--- src/rtl/comm_pkg.sv ---
// Shared definitions for the UART frame arbiter: FSM encoding, frame tag
// and the header/checksum helpers used by both the RTL and its users.
package comm_pkg;

  typedef enum logic [1:0] {
    IDLE    = 2'd0,
    HEADER  = 2'd1,
    PAYLOAD = 2'd2,
    CHECK   = 2'd3
  } arb_state_t;

  localparam logic [3:0] FRAME_TAG = 4'hA;
  localparam int         GID_W     = 4;

  function automatic logic [7:0] frame_header(input logic [GID_W-1:0] id);
    return {FRAME_TAG, id};
  endfunction

  function automatic logic [7:0] frame_checksum(input logic [7:0] hdr,
                                                input logic [7:0] pay);
    return hdr ^ pay;
  endfunction

endpackage

--- src/rtl/uart_tx_arbiter_if.sv ---
// Request/TX bundle between the message sources, the arbiter and the UART.
// slave = arbiter side, master = sources/UART side.
interface uart_tx_arbiter_if
  import comm_pkg::*;
#(
  parameter int N_REQ = 3
);
  logic [N_REQ-1:0]   req_valid;
  logic [N_REQ*8-1:0] req_data;
  logic [N_REQ-1:0]   req_ready;
  logic               tx_valid;
  logic [7:0]         tx_data;
  logic               tx_ready;
  logic               busy;
  logic [GID_W-1:0]   grant_id;
  logic               frame_done;

  modport slave (
    input  req_valid, req_data, tx_ready,
    output req_ready, tx_valid, tx_data, busy, grant_id, frame_done
  );

  modport master (
    output req_valid, req_data, tx_ready,
    input  req_ready, tx_valid, tx_data, busy, grant_id, frame_done
  );
endinterface

--- src/rtl/rr_arbiter.sv ---
// Combinational round-robin picker: the first set request at or after ptr,
// wrapping modulo N_REQ, wins.
module rr_arbiter
  import comm_pkg::*;
#(
  parameter int N_REQ = 3
) (
  input  logic [N_REQ-1:0] req,
  input  logic [GID_W-1:0] ptr,
  output logic [N_REQ-1:0] gnt,
  output logic [GID_W-1:0] gnt_idx,
  output logic             any
);

  logic [2*N_REQ-1:0] req_dbl;
  logic [N_REQ-1:0]   rotated;
  int                 win;

  assign req_dbl = {req, req};
  assign any     = |req;

  // NOTE: every output and temporary gets a default before the loops, so
  // no path leaves a value unassigned and no latch is inferred.
  always_comb begin
    rotated = N_REQ'(req_dbl >> ptr);
    win     = 0;
    // Walk downwards so the lowest rotated position, i.e. nearest ptr, wins.
    for (int k = N_REQ - 1; k >= 0; k--) begin
      if (rotated[k]) win = int'(ptr) + k;
    end
    if (win >= N_REQ) win = win - N_REQ;
    gnt_idx = GID_W'(win);
    gnt     = '0;
    for (int i = 0; i < N_REQ; i++) begin
      gnt[i] = any && (win == i);
    end
  end

endmodule

--- src/rtl/uart_tx_arbiter.sv ---
// Round-robin owner of the UART TX stream: each accepted request becomes a
// header/payload/checksum frame, never interleaved with another.
module uart_tx_arbiter
  import comm_pkg::*;
#(
  parameter int N_REQ = 3
) (
  input  logic clk,
  input  logic reset,
  uart_tx_arbiter_if.slave bus
);

  arb_state_t       state_q, state_d;
  logic [GID_W-1:0] ptr_q, ptr_d;
  logic [GID_W-1:0] gid_q, gid_d;
  logic [7:0]       pay_q, pay_d;
  logic             frame_done_q, frame_done_d;

  logic [N_REQ-1:0] gnt;
  logic [GID_W-1:0] gnt_idx;
  logic             any;
  logic             accept;
  logic [7:0]       sel_data;
  logic [7:0]       hdr;

  rr_arbiter #(.N_REQ(N_REQ)) u_rr_arbiter (
    .req     (bus.req_valid),
    .ptr     (ptr_q),
    .gnt     (gnt),
    .gnt_idx (gnt_idx),
    .any     (any)
  );

  // Gated by reset so a source is never told it was accepted in a cycle
  // whose capture the reset is about to discard.
  assign accept = (state_q == IDLE) && any && !reset;
  assign hdr    = frame_header(gid_q);

  always_comb begin
    sel_data = '0;
    for (int i = 0; i < N_REQ; i++) begin
      if (gnt[i]) sel_data = bus.req_data[8*i +: 8];
    end
  end

  always_comb begin
    state_d      = state_q;
    ptr_d        = ptr_q;
    gid_d        = gid_q;
    pay_d        = pay_q;
    frame_done_d = 1'b0;
    unique case (state_q)
      IDLE: begin
        if (accept) begin
          state_d = HEADER;
          pay_d   = sel_data;
          gid_d   = gnt_idx;
          ptr_d   = (gnt_idx == GID_W'(N_REQ - 1)) ? '0 : gnt_idx + GID_W'(1);
        end
      end
      HEADER:  if (bus.tx_ready) state_d = PAYLOAD;
      PAYLOAD: if (bus.tx_ready) state_d = CHECK;
      CHECK: begin
        if (bus.tx_ready) begin
          state_d      = IDLE;
          frame_done_d = 1'b1;
        end
      end
      default: state_d = IDLE;
    endcase
  end

  // NOTE: non-blocking assignments here so every register samples the
  // pre-edge values computed by the blocking next-state logic above.
  always_ff @(posedge clk) begin
    if (reset) begin
      state_q      <= IDLE;
      ptr_q        <= '0;
      gid_q        <= '0;
      pay_q        <= '0;
      frame_done_q <= 1'b0;
    end else begin
      state_q      <= state_d;
      ptr_q        <= ptr_d;
      gid_q        <= gid_d;
      pay_q        <= pay_d;
      frame_done_q <= frame_done_d;
    end
  end

  always_comb begin
    unique case (state_q)
      HEADER:  bus.tx_data = hdr;
      PAYLOAD: bus.tx_data = pay_q;
      CHECK:   bus.tx_data = frame_checksum(hdr, pay_q);
      default: bus.tx_data = 8'h00;
    endcase
  end

  assign bus.req_ready  = accept ? gnt : '0;
  assign bus.tx_valid   = (state_q != IDLE);
  assign bus.busy       = (state_q != IDLE);
  assign bus.grant_id   = gid_q;
  assign bus.frame_done = frame_done_q;

endmodule

--- src/flat_wrapper.sv ---
// flat-port wrapper written by rule: the top's interface ports become plain ports
module uart_tx_arbiter_flat import comm_pkg::*;
#(
  parameter int N_REQ = 3
)
  (clk, reset, bus_req_valid, bus_req_data, bus_tx_ready, bus_req_ready, bus_tx_valid, bus_tx_data, bus_busy, bus_grant_id, bus_frame_done);
  uart_tx_arbiter_if #(.N_REQ(N_REQ)) bus_i ();
  input  logic clk;
  input  logic reset;
  input wire logic [$bits(bus_i.req_valid)-1:0] bus_req_valid;
  input wire logic [$bits(bus_i.req_data)-1:0] bus_req_data;
  input wire logic [$bits(bus_i.tx_ready)-1:0] bus_tx_ready;
  output wire logic [$bits(bus_i.req_ready)-1:0] bus_req_ready;
  output wire logic [$bits(bus_i.tx_valid)-1:0] bus_tx_valid;
  output wire logic [$bits(bus_i.tx_data)-1:0] bus_tx_data;
  output wire logic [$bits(bus_i.busy)-1:0] bus_busy;
  output wire logic [$bits(bus_i.grant_id)-1:0] bus_grant_id;
  output wire logic [$bits(bus_i.frame_done)-1:0] bus_frame_done;
  assign bus_i.req_valid = bus_req_valid;
  assign bus_i.req_data = bus_req_data;
  assign bus_i.tx_ready = bus_tx_ready;
  assign bus_req_ready = bus_i.req_ready;
  assign bus_tx_valid = bus_i.tx_valid;
  assign bus_tx_data = bus_i.tx_data;
  assign bus_busy = bus_i.busy;
  assign bus_grant_id = bus_i.grant_id;
  assign bus_frame_done = bus_i.frame_done;
  uart_tx_arbiter #(.N_REQ(N_REQ)) u_core (.clk(clk), .reset(reset), .bus(bus_i));
endmodule
--- config.mk ---
export PLATFORM = sky130hd
export DESIGN_NAME = uart_tx_arbiter_flat
export DESIGN_NICKNAME = d
export VERILOG_FILES = /design/src/rtl/comm_pkg.sv /design/src/rtl/uart_tx_arbiter_if.sv /design/src/rtl/rr_arbiter.sv /design/src/rtl/uart_tx_arbiter.sv /design/src/flat_wrapper.sv
export SDC_FILE = /design/constraint.sdc
export NUM_CORES = 1
export LEC_CHECK = 0
export ABC_CLOCK_PERIOD_IN_PS = 5380
export BUFFER_PORTS_ARGS = -buffer_cell sky130_fd_sc_hd__buf_4
export CORE_UTILIZATION = 53
export DETAILED_ROUTE_END_ITERATION = 8
export PLACE_DENSITY = 0.78
export SLEW_MARGIN = 40
export SYNTH_ARGS = -nofsm -noshare
export SYNTH_HDL_FRONTEND = slang
export SYNTH_SLANG_ARGS = --single-unit
--- constraint.sdc ---
create_clock -name clk -period 5.38 [get_ports clk]
set_input_delay 0.269 -clock clk [delete_from_list [all_inputs] [get_ports clk]]
set_output_delay 0.269 -clock clk [all_outputs]
set_load 0.01 [all_outputs]
==> impl_results.md, run 1 <==
- Global-route usage over all layers: between 20% and 30%
- Class of the tightest hold or removal check: input pin to flip-flop
- Number of routed nets with antenna violations: 0
- Layout Skew: about 0.0064 ns
- Launch instance of the worst register-to-register path: u_core.ptr_q[1]
- Gate count after technology mapping: around 230
- I/O pins: 48
- Critical path buffers and inverters: 2
- Count of buffers inserted at the top-level ports: 47
- Crit path required time: between 5 and 6 ns
- Overflow left after global routing: 0
- Starting utilization of the core area: 55.49%
- CTS clock-pin slew for the worst setup and hold paths: between 0.1 and 0.15 ns
- Clock root cell: clkbuf_4
- Die Y-Extent: slightly above 60 µm
- Rel. slew slack: 52.56%
- Routability congestion estimate: between 0.8 and 0.9
- Pin count of the biggest net entering global routing: 17
- CTS Hold Buffers Added: 0
- Sequential share of the synthesized area: 20.54%
- Worst setup slack after layout: 0.3864 ns
- Number of flops mapped to enable cells by yosys: 0
- Area of all placed cells without fillers: between 2000 and 2500 µm²
- Detailed router's first-iteration violation count: 185
- Filler Cells Inserted: 301
- Post-synthesis net count: 270
- Class of the most critical setup path: flip-flop to output pin
- Commonest non-fill, non-tap cell in the layout: buf_4
- Part of the cycle the worst path needs: about 93%
- Layout overhead on the synthesized area: 20.27%
- Area share of the largest cell type after synthesis: 20.54%
- Peak supply drop: 0.3967 mV
- DRC violation count after routing: 0
- Compound-cell area share of the yosys netlist: between 30% and 40%
- Total count of hold-check failures in the final report: 0
- Transition at the pin with the smallest max-transition slack: 0.7116 ns
- Post-Place Cell Area: 2195 µm²
- Maximum fanout along the worst path: 16
- Type of destination of the critical path: output pin
- Number of diodes: 0
- Final worst path period need: 4.994 ns
- Full die area: 3734 µm²
- Area of the multi-input gates: 1381 µm²
- Number of sinks driven by the clock tree: 19
- CP max stage delay: approximately 0.65 ns
- Worst setup slack before clock tree synthesis: approximately 0.61 ns
- TritonCTS clock tree: yes
- Clock latency on the worst-skew pair: 0.31 ns
- Routed vias: between 1500 and 2000
- Most used cells in the layout excluding fill and tap cells: 47 x buf_4, 35 x nor2_1, 18 x dfxtp_1
- Synthesized-area fraction occupied by and/or/nand/nor cells: 27.16%
- Sequential cell area: between 300 and 400 µm²
- Nets: 310
- Placeable core area: about 3300 µm²
- WP data arrival: 4.72 ns
- Total detailed-routing wirelength: 4744 µm
- Met3 layer usage reported by global route: 3.782%
- Unrepaired setup endpoints after global routing: no
- Total power divided by cell area: between 600 and 700 nW/µm²
- Detailed Place HPWL: 3566 µm
- Setup TNS: 0 ns
- Synth Cell Area: 1852 µm²
- CTS HTree Levels: 1
- Met2 track demand over resource in global routing: around two fifths
- Number of clock buffers inserted by TritonCTS: 3
- Mean area per synthesized cell: 8.016 µm²
- Static leakage: 0.9433 nW
- Count of buffers added by post-CTS timing repair for setup: 0
- Per-cell routed wire length: between 15 and 20 µm
- Fraction of layout cells with a size suffix above 1: between 20% and 30%
- Cell accounting for the most synthesized area: dfxtp_1
- First-pass detailed-route iteration total: 5
- Global-route track usage on met1: 37.77%
- Maximum clock insertion buffer count: 2
- Adder-cell area share of the yosys netlist: 6.081%
- Kind of start point of the critical path: flip-flop
- Yosys warns: 0
- Vias in the first global route: 1521
- Dominant combinational cell family by area after synthesis: compound AO/OA/AOI/OAI gates
- Async set or reset register ratio after synthesis: 0%
- Synth unique cells: 55
- List of cells traversed by the critical path: mux2_4, a22oi_1, o211ai_1, a21oi_1, inv_1, ha_1, nor2_1, ha_1, o21ai_0, a41oi_4, a211oi_1, or4_4, nor2_1, buf_4
- Count of standard-cell rows: 21
- Worst-path cell with the longest stage delay: or4_4
- Max Clk Rate: 200.3 MHz
- Flip-flop and latch count after synthesis: 19
- Worst slack on hold paths: 0.1993 ns
- MaxCap Viol Count: 0
- Wire length of the first global-routing pass: around 7000 µm
- Number of antenna violations at the first check in global routing: 0
- Worst setup startpoint: u_core.ptr_q[1]
- Run status: finished clean
- Final setup violation count: 0
- Startpoint of the most critical hold path: bus_tx_ready
- Most Crowded Layer GR: met2
- Portion of netlist area occupied by mux cells: 6.486%
- Xor/xnor cell area share of the yosys netlist: 2.365%
- Main flop type after synthesis: dfxtp_1
- Max Slew Vio Count: 0
- Critical path's top delay family: compound AO/OA/AOI/OAI gates
- Leading cell types by total area after synthesis: dfxtp_1 21%, nor2_1 7.1%, o41ai_2 6.1%, ha_1 6.1%, mux2i_1 4.9%
- Via density per instance: roughly 5.9
- Die Wd: 61.11 µm
[power by group]
part,internal [W],switching (W)
Clock,0.0000278,0.0000475
Combinational,0.000438,0.000665
Sequential,0.000192,0.0000733
[worst paths after layout]
check | depth (start not counted) | slack [ns] | end
max | 14 | 0.39 | bus_req_ready[1]
min | 2 | 0.20 | u_core.bus.frame_done
max reg2reg | 13 | 0.82 | u_core.pay_q[1]
min reg2reg | 2 | 0.47 | u_core.pay_q[6]
[final cells by class]
cell class | instances | share of cell area [%]
Timing Repair Buffer | 47 | 15.84
Tap cell | 46 | 2.584
Sequential cell | 19 | 17.13
Multi-Input combinational cell | 193 | 62.02
Clock inverter | 1 | 0.2247
Clock buffer | 3 | 1.011
Inverter | 7 | 1.180
[per-layer routing]
metal	vias up	wire length, µm
li1	941	-
met1	874	2302
met2	47	2181
met3	4	227
met4	0	32
met5	-	0
[synthesized netlist by cell type (2+ instances only)]
| master | instances |
|---|---|
| a21oi_1 | 15 |
| ha_1 | 9 |
| buf_4 | 3 |
| o211ai_1 | 2 |
| nor2_1 | 35 |
| buf_2 | 3 |
| and2_1 | 2 |
| inv_1 | 7 |
| mux2i_1 | 9 |
| nor2b_1 | 12 |
| or3_1 | 3 |
| xor2_1 | 2 |
| xnor2_1 | 3 |
| nor4_1 | 4 |
| nand2_1 | 11 |
| a22oi_1 | 3 |
| clkbuf_1 | 4 |
| o41ai_2 | 7 |
| o22ai_1 | 8 |
| mux2_4 | 2 |
| o21ai_0 | 14 |
| a211oi_1 | 7 |
| dfxtp_1 | 19 |
| and3b_1 | 2 |
| nor3b_1 | 2 |
| buf_6 | 2 |
| or2_2 | 2 |
| nand2b_1 | 2 |
| a22o_1 | 2 |
| nor3_1 | 10 |
[metrics by stage]
stage | utilization (%) | total power [W] | std cells
after floorplan | - | 0.001098 | 231
after global placement | 65.54 | 0.001324 | 312
after detailed placement | 65.77 | 0.001351 | 312
after CTS | 66.59 | 0.001429 | 316
after global routing | 66.74 | 0.001564 | 316
final | 66.74 | 0.001444 | 316
[worst register-to-register path: stages (launching register included)]
cell	delay (ns)
dfxtp_2	0.56
mux2_4	0.36
a22oi_1	0.31
o211ai_1	0.14
a21oi_1	0.53
inv_1	0.18
ha_1	0.32
nor2_1	0.14
ha_1	0.25
o21ai_0	0.17
a41oi_4	0.39
a211oi_1	0.10
or4_4	0.65
o41ai_2	0.37
[state kept, by name (all words and copies together), names as in the netlist]
register               cells
u_core.state_q             2
u_core.pay_q               8
u_core.bus.frame_done      1
u_core.bus.grant_id        4
u_core.ptr_q               4
[logic make-up (layout without fill, tap and decap cells)]
group | after synthesis | count (layout)
buf+inv | 19 | 58
flops | 19 | 19
compound gates | 73 | 73
xor+xnor | 5 | 5
mux | 11 | 11
other cells | 1 | 1
fa+ha+maj | 9 | 9
simple gates | 94 | 94
[what timing repair did]
item | CTS | global route
setup endpoints to repair | 0 | 3
hold endpoints to repair | 0 | 0
resized for setup | 0 | 1
No activity file was read; power rests on OpenSTA's default activity.
==> inputs of run 2 (changes only) <==
- CELL_PAD_IN_SITES_DETAIL_PLACEMENT: not set -> 1
- CELL_PAD_IN_SITES_GLOBAL_PLACEMENT: not set -> 2
- CORE_UTILIZATION: 53 -> 30
- PLACE_DENSITY: 0.78 -> 0.77
==> impl_results.md, run 2 (synthesis results as in run 1) <==
- Run status: finished clean
- Die Wd: 80.57 µm
- Clock latency on the worst-skew pair: 0.26 ns
- Count of buffers inserted at the top-level ports: 47
- I/O pins: 48
- Class of the tightest hold or removal check: input pin to flip-flop
- Total detailed-routing wirelength: 5888 µm
- Global-route usage over all layers: a little under a fifth
- Unrepaired setup endpoints after global routing: no
- Number of clock buffers inserted by TritonCTS: 3
- Post-layout instance count excluding filler cells: 348
- CTS HTree Levels: 1
- Per-cell routed wire length: 16.92 µm
- Cells resized by post-CTS repair: 0
- Placeable core area: 5921 µm²
- Placed Instances: roughly 340
- Vias in the first global route: 1827
- Class of the most critical setup path: flip-flop to output pin
- Pin count of the biggest net entering global routing: 17
- Rel. slew slack: a little under 50%
- Overflow left after global routing: 0
- Nets: 313
- Die Y-Extent: 80.57 µm
- Max Slew Vio Count: 0
- TritonCTS clock tree: yes
- Routed vias: 1871
- MaxCap Viol Count: 0
- Clock root cell: clkbuf_8
- Number of routed nets with antenna violations: 0
- Layout overhead on the synthesized area: 23.78%
- Count of standard-cell rows: 28
- Final worst path period need: 4.943 ns
- DRC violation count after routing: 0
- Crit path required time: 5.11 ns
- Part of the cycle the worst path needs: 91.88%
- Detailed Place HPWL: 4592 µm
- Starting utilization of the core area: 31.28%
- Final setup violation count: 0
- Reg2Reg Setup Slack: 0.77 ns
- Type of destination of the critical path: output pin
- Maximum clock insertion buffer count: 2
- WP data arrival: 4.67 ns
- Transition at the pin with the smallest max-transition slack: 0.7642 ns
- Number of sinks driven by the clock tree: 19
- Number of diodes: 0
- Count of buffers added by post-CTS timing repair for setup: 0
- Sequential cell area: between 300 and 400 µm²
- Layout Skew: 0.004870 ns
- Max Clk Rate: 202.3 MHz
- Kind of start point of the critical path: flip-flop
- Routability congestion estimate: 0.7686
- Number of flip-flops under the largest register name: 8
- First-pass detailed-route iteration total: 4
- Total count of hold-check failures in the final report: 0
- Number of antenna violations at the first check in global routing: 0
- Detailed router's first-iteration violation count: 86
- Peak supply drop: between 0.2 and 0.3 mV
- CTS clock-pin slew for the worst setup and hold paths: 0.07 ns
- Static leakage: 0.9568 nW
- CTS Hold Buffers Added: 0
- Total power divided by cell area: 668.0 nW/µm²
- Top register by number of flip-flops: u_core.pay_q
- Fraction of layout cells with a size suffix above 1: 27.11%
- Most used cells in the layout excluding fill and tap cells: 50 x buf_4, 35 x nor2_1, 18 x dfxtp_1
- Area of the multi-input gates: approximately 1400 µm²
- Maximum fanout along the worst path: 15
- Commonest non-fill, non-tap cell in the layout: buf_4
- Wire length of the first global-routing pass: around 9500 µm
- Full die area: roughly 6500 µm²
- Setup TNS: 0 ns
- Filler Cells Inserted: around 740
- Via density per instance: approximately 5.4
-- run 2: changes by cell type in the layout (fill, tap and decap cells not counted), sizes merged --
| cell | previous run | this run |
|---|---|---|
| clkinv | 1 | 0 |
| clkbuf | 3 | 4 |
| buf | 47 | 50 |
-- run 2: final cells by class --
type                            count  area share (%)
Tap cell                           75           4.094
Sequential cell                    19           16.65
Multi-Input combinational cell    193           59.77
Inverter                            7           1.146
Clock buffer                        4           1.965
Timing Repair Buffer               50           16.38
-- run 2: worst max-delay path: stages, from the launching register on --
cell	delay (ns)
dfxtp_1	0.67
mux2i_1	0.20
nor3_2	0.41
nor4_1	0.11
a21oi_1	0.50
inv_1	0.18
ha_1	0.32
nor2_1	0.13
ha_1	0.26
o21ai_0	0.18
a41oi_4	0.36
a211oi_1	0.09
or4_4	0.66
nor2_1	0.19
buf_4	0.14
-- run 2: path summary, 6_finish.rpt --
path                    from                    end  depth (start not counted)
max          u_core.ptr_q[0]       bus_req_ready[1]                         14
min             bus_tx_ready  u_core.bus.frame_done                          2
max reg2reg  u_core.ptr_q[0]        u_core.pay_q[0]                         13
min reg2reg  u_core.pay_q[4]        u_core.pay_q[4]                          2
-- run 2: per-stage QoR --
stage               total power (W)  instance area (µm²)  utilization [%]  worst slack, ns  hold WS, ns
finish                     0.001531                 2292            38.72           0.4366       0.2532
global route               0.001684                 2292            38.72          0.04485       0.2436
CTS                        0.001547                 2291            38.69           0.2865       0.2434
detailed placement         0.001438                 2246            37.93           0.5606       0.4316
global placement           0.001424                 2246            37.93           0.6922       0.4438
floorplan                  0.001098                 1852                -            1.425       0.4175
-- run 2: metal layers --
metal	global-route usage [%]	up-vias	routed length, µm	share of wire [%]
li1	-	940	-	-
met2	29.24	28	2608	44
met4	3.750	0	51	0.87
met3	3.864	6	193	3.3
met5	0	-	0	0
met1	27.29	897	3034	52
-- run 2: power breakdown --
part / internal (W) / switching, W
Clock: 0.0000527 / 0.0000495
Sequential: 0.000192 / 0.0000782
Combinational: 0.000462 / 0.000696
==> inputs of run 3 (changes only) <==
- CELL_PAD_IN_SITES_DETAIL_PLACEMENT: 1 -> not set
- CELL_PAD_IN_SITES_GLOBAL_PLACEMENT: 2 -> not set
- CORE_MARGIN: not set -> 4
- CORE_UTILIZATION: 30 -> 53
- PLACE_DENSITY: 0.77 -> 0.78
==> impl_results.md, run 3 (synthesis results as in run 1) <==
- Routability congestion estimate: 0.8781
- Layout overhead on the synthesized area: 20.81%
- Total detailed-routing wirelength: around 4800 µm
- Final worst path period need: 4.996 ns
- Maximum clock insertion buffer count: 2
- Total count of hold-check failures in the final report: 0
- Depth of the worst register-to-register path: 13
- Via density per instance: around 6
- Count of buffers inserted at the top-level ports: 47
- Per-cell routed wire length: around 15 µm
- Max Slew Vio Count: 0
- Rel. slew slack: 51.96%
- Reg2Reg Setup Slack: 0.76 ns
- Number of routed nets with antenna violations: 0
- Clock latency on the worst-skew pair: 0.31 ns
- Unrepaired setup endpoints after global routing: no
- Routed vias: 1910
- TritonCTS clock tree: yes
- CTS HTree Levels: 1
- Most used cells in the layout excluding fill and tap cells: 48 x buf_4, 35 x nor2_1, 19 x dfxtp_1
- Wire length of the first global-routing pass: 7714 µm
- Number of sinks driven by the clock tree: 19
- Count of buffers added by post-CTS timing repair for setup: 0
- DRC violation count after routing: 0
- Vias in the first global route: 1657
- Clock root cell: clkbuf_4
- Hold depth: 2
- Number of flip-flops under the largest register name: 8
- Class of the most critical setup path: flip-flop to output pin
- Nets: 311
- Run status: finished clean
- I/O pins: 48
- Setup TNS: 0 ns
- MaxCap Viol Count: 0
- Detailed router's first-iteration violation count: 99
- Transition at the pin with the smallest max-transition slack: 0.7180 ns
- First-pass detailed-route iteration total: 4
- Filler Cells Inserted: about 300
- CTS Hold Buffers Added: 0
- Total power divided by cell area: 646.6 nW/µm²
- Layout Skew: 0.009432 ns
- WHS Endpoint: u_core.bus.grant_id[2]
- Class of the tightest hold or removal check: input pin to flip-flop
- Starting utilization of the core area: 55.06%
- Final setup violation count: 0
- Full die area: around 4500 µm²
- Static leakage: 0.9493 nW
- Worst reg2reg endpoint: u_core.pay_q[0]
- WP data arrival: 4.73 ns
- Global-route usage over all layers: 22.10%
- Commonest non-fill, non-tap cell in the layout: buf_4
- Worst setup slack before clock tree synthesis: 0.6051 ns
- Part of the cycle the worst path needs: between 90% and 100%
- CTS clock-pin slew for the worst setup and hold paths: 0.12 ns
- Kind of start point of the critical path: flip-flop
- Number of clock buffers inserted by TritonCTS: 3
- Startpoint of the most critical hold path: reset
- Top register by number of flip-flops: u_core.pay_q
- Fraction of layout cells with a size suffix above 1: 27.68%
- Number of diodes: 0
- Launch instance of the worst register-to-register path: u_core.ptr_q[1]
- Detailed Place HPWL: 3649 µm
- Peak supply drop: 0.4629 mV
- Pin count of the biggest net entering global routing: 17
- Overflow left after global routing: 0
- Count of standard-cell rows: 21
- Maximum fanout along the worst path: 16
- Crit path required time: between 5 and 6 ns
- Number of antenna violations at the first check in global routing: 0
- Type of destination of the critical path: output pin
- Placeable core area: 3363 µm²
- Worst setup slack after layout: about 0.38 ns
- Die Y-Extent: 67.11 µm
- Max Clk Rate: 200.2 MHz
- Die Wd: 67.11 µm
-- run 3: routing by layer --
layer  vias up  GRT usage [%]  wire length [µm]
met5         -              0                 0
met4         0          4.051                26
met3         4          4.384               234
met2        46          34.72              2294
met1       915          31.34              2237
li1        945              -                 -
-- run 3: repair_timing --
item | 4_1_cts | 5_1_grt
gates resized for setup | 0 | 2
setup endpoints to repair | 0 | 3
endpoints found under the hold margin | 0 | 0
-- run 3: worst max-delay path by stage --
| stage | startpoint | to |
|---|---|---|
| after CTS | u_core.ptr_q[1] | bus_req_ready[1] |
| after floorplan | u_core.ptr_q[1] | bus_req_ready[0] |
| final | u_core.ptr_q[1] | bus_req_ready[1] |
| after detailed placement | u_core.ptr_q[1] | bus_req_ready[0] |
| after global routing | u_core.ptr_q[1] | bus_req_ready[1] |
| after global placement | u_core.ptr_q[1] | bus_req_ready[1] |
-- run 3: critical path, stage by stage, from the launching register on --
cell      delay, ns
dfxtp_1        0.75
mux2_4         0.37
a22oi_1        0.31
o211ai_1       0.17
a21oi_2        0.39
inv_1          0.15
ha_1           0.30
nor2_1         0.14
ha_1           0.25
o21ai_0        0.17
a41oi_4        0.38
a211oi_1       0.10
or4_4          0.65
nor2_1         0.15
buf_4          0.13
-- run 3: layout make-up --
cell class | instances | area [µm²] | area share [%]
sequential | 19 | 380.4 | 17.00
clock inverter | 1 | 5.005 | 0.2237
inverter | 7 | 26.28 | 1.174
timing repair buffer | 48 | 360.3 | 16.11
multi-input combinational | 193 | 1385 | 61.91
clock buffer | 3 | 22.52 | 1.007
tap | 46 | 57.56 | 2.573
-- run 3: power by group --
part | total [W] | leakage (nW) | internal, W | switching [W]
registers | 0.000265 | 0.156 | 0.000191 | 0.0000734
clock network | 0.0000755 | 0.0177 | 0.0000278 | 0.0000478
logic | 0.00111 | 0.776 | 0.000447 | 0.000659
total | 0.00145 | 0.949 | 0.000666 | 0.000781
-- run 3: metrics by stage --
stage	area, µm²	hold WS (ns)	util [%]	instances	total power, W
5_1_grt	2237	0.2340	66.52	317	0.001590
2_1_floorplan	1852	0.4175	-	231	0.001098
4_1_cts	2230	0.2296	66.29	317	0.001438
3_3_place_gp	2195	0.4399	65.25	313	0.001334
6_report	2237	0.2287	66.52	317	0.001446
3_5_place_dp	2202	0.4419	65.48	313	0.001358
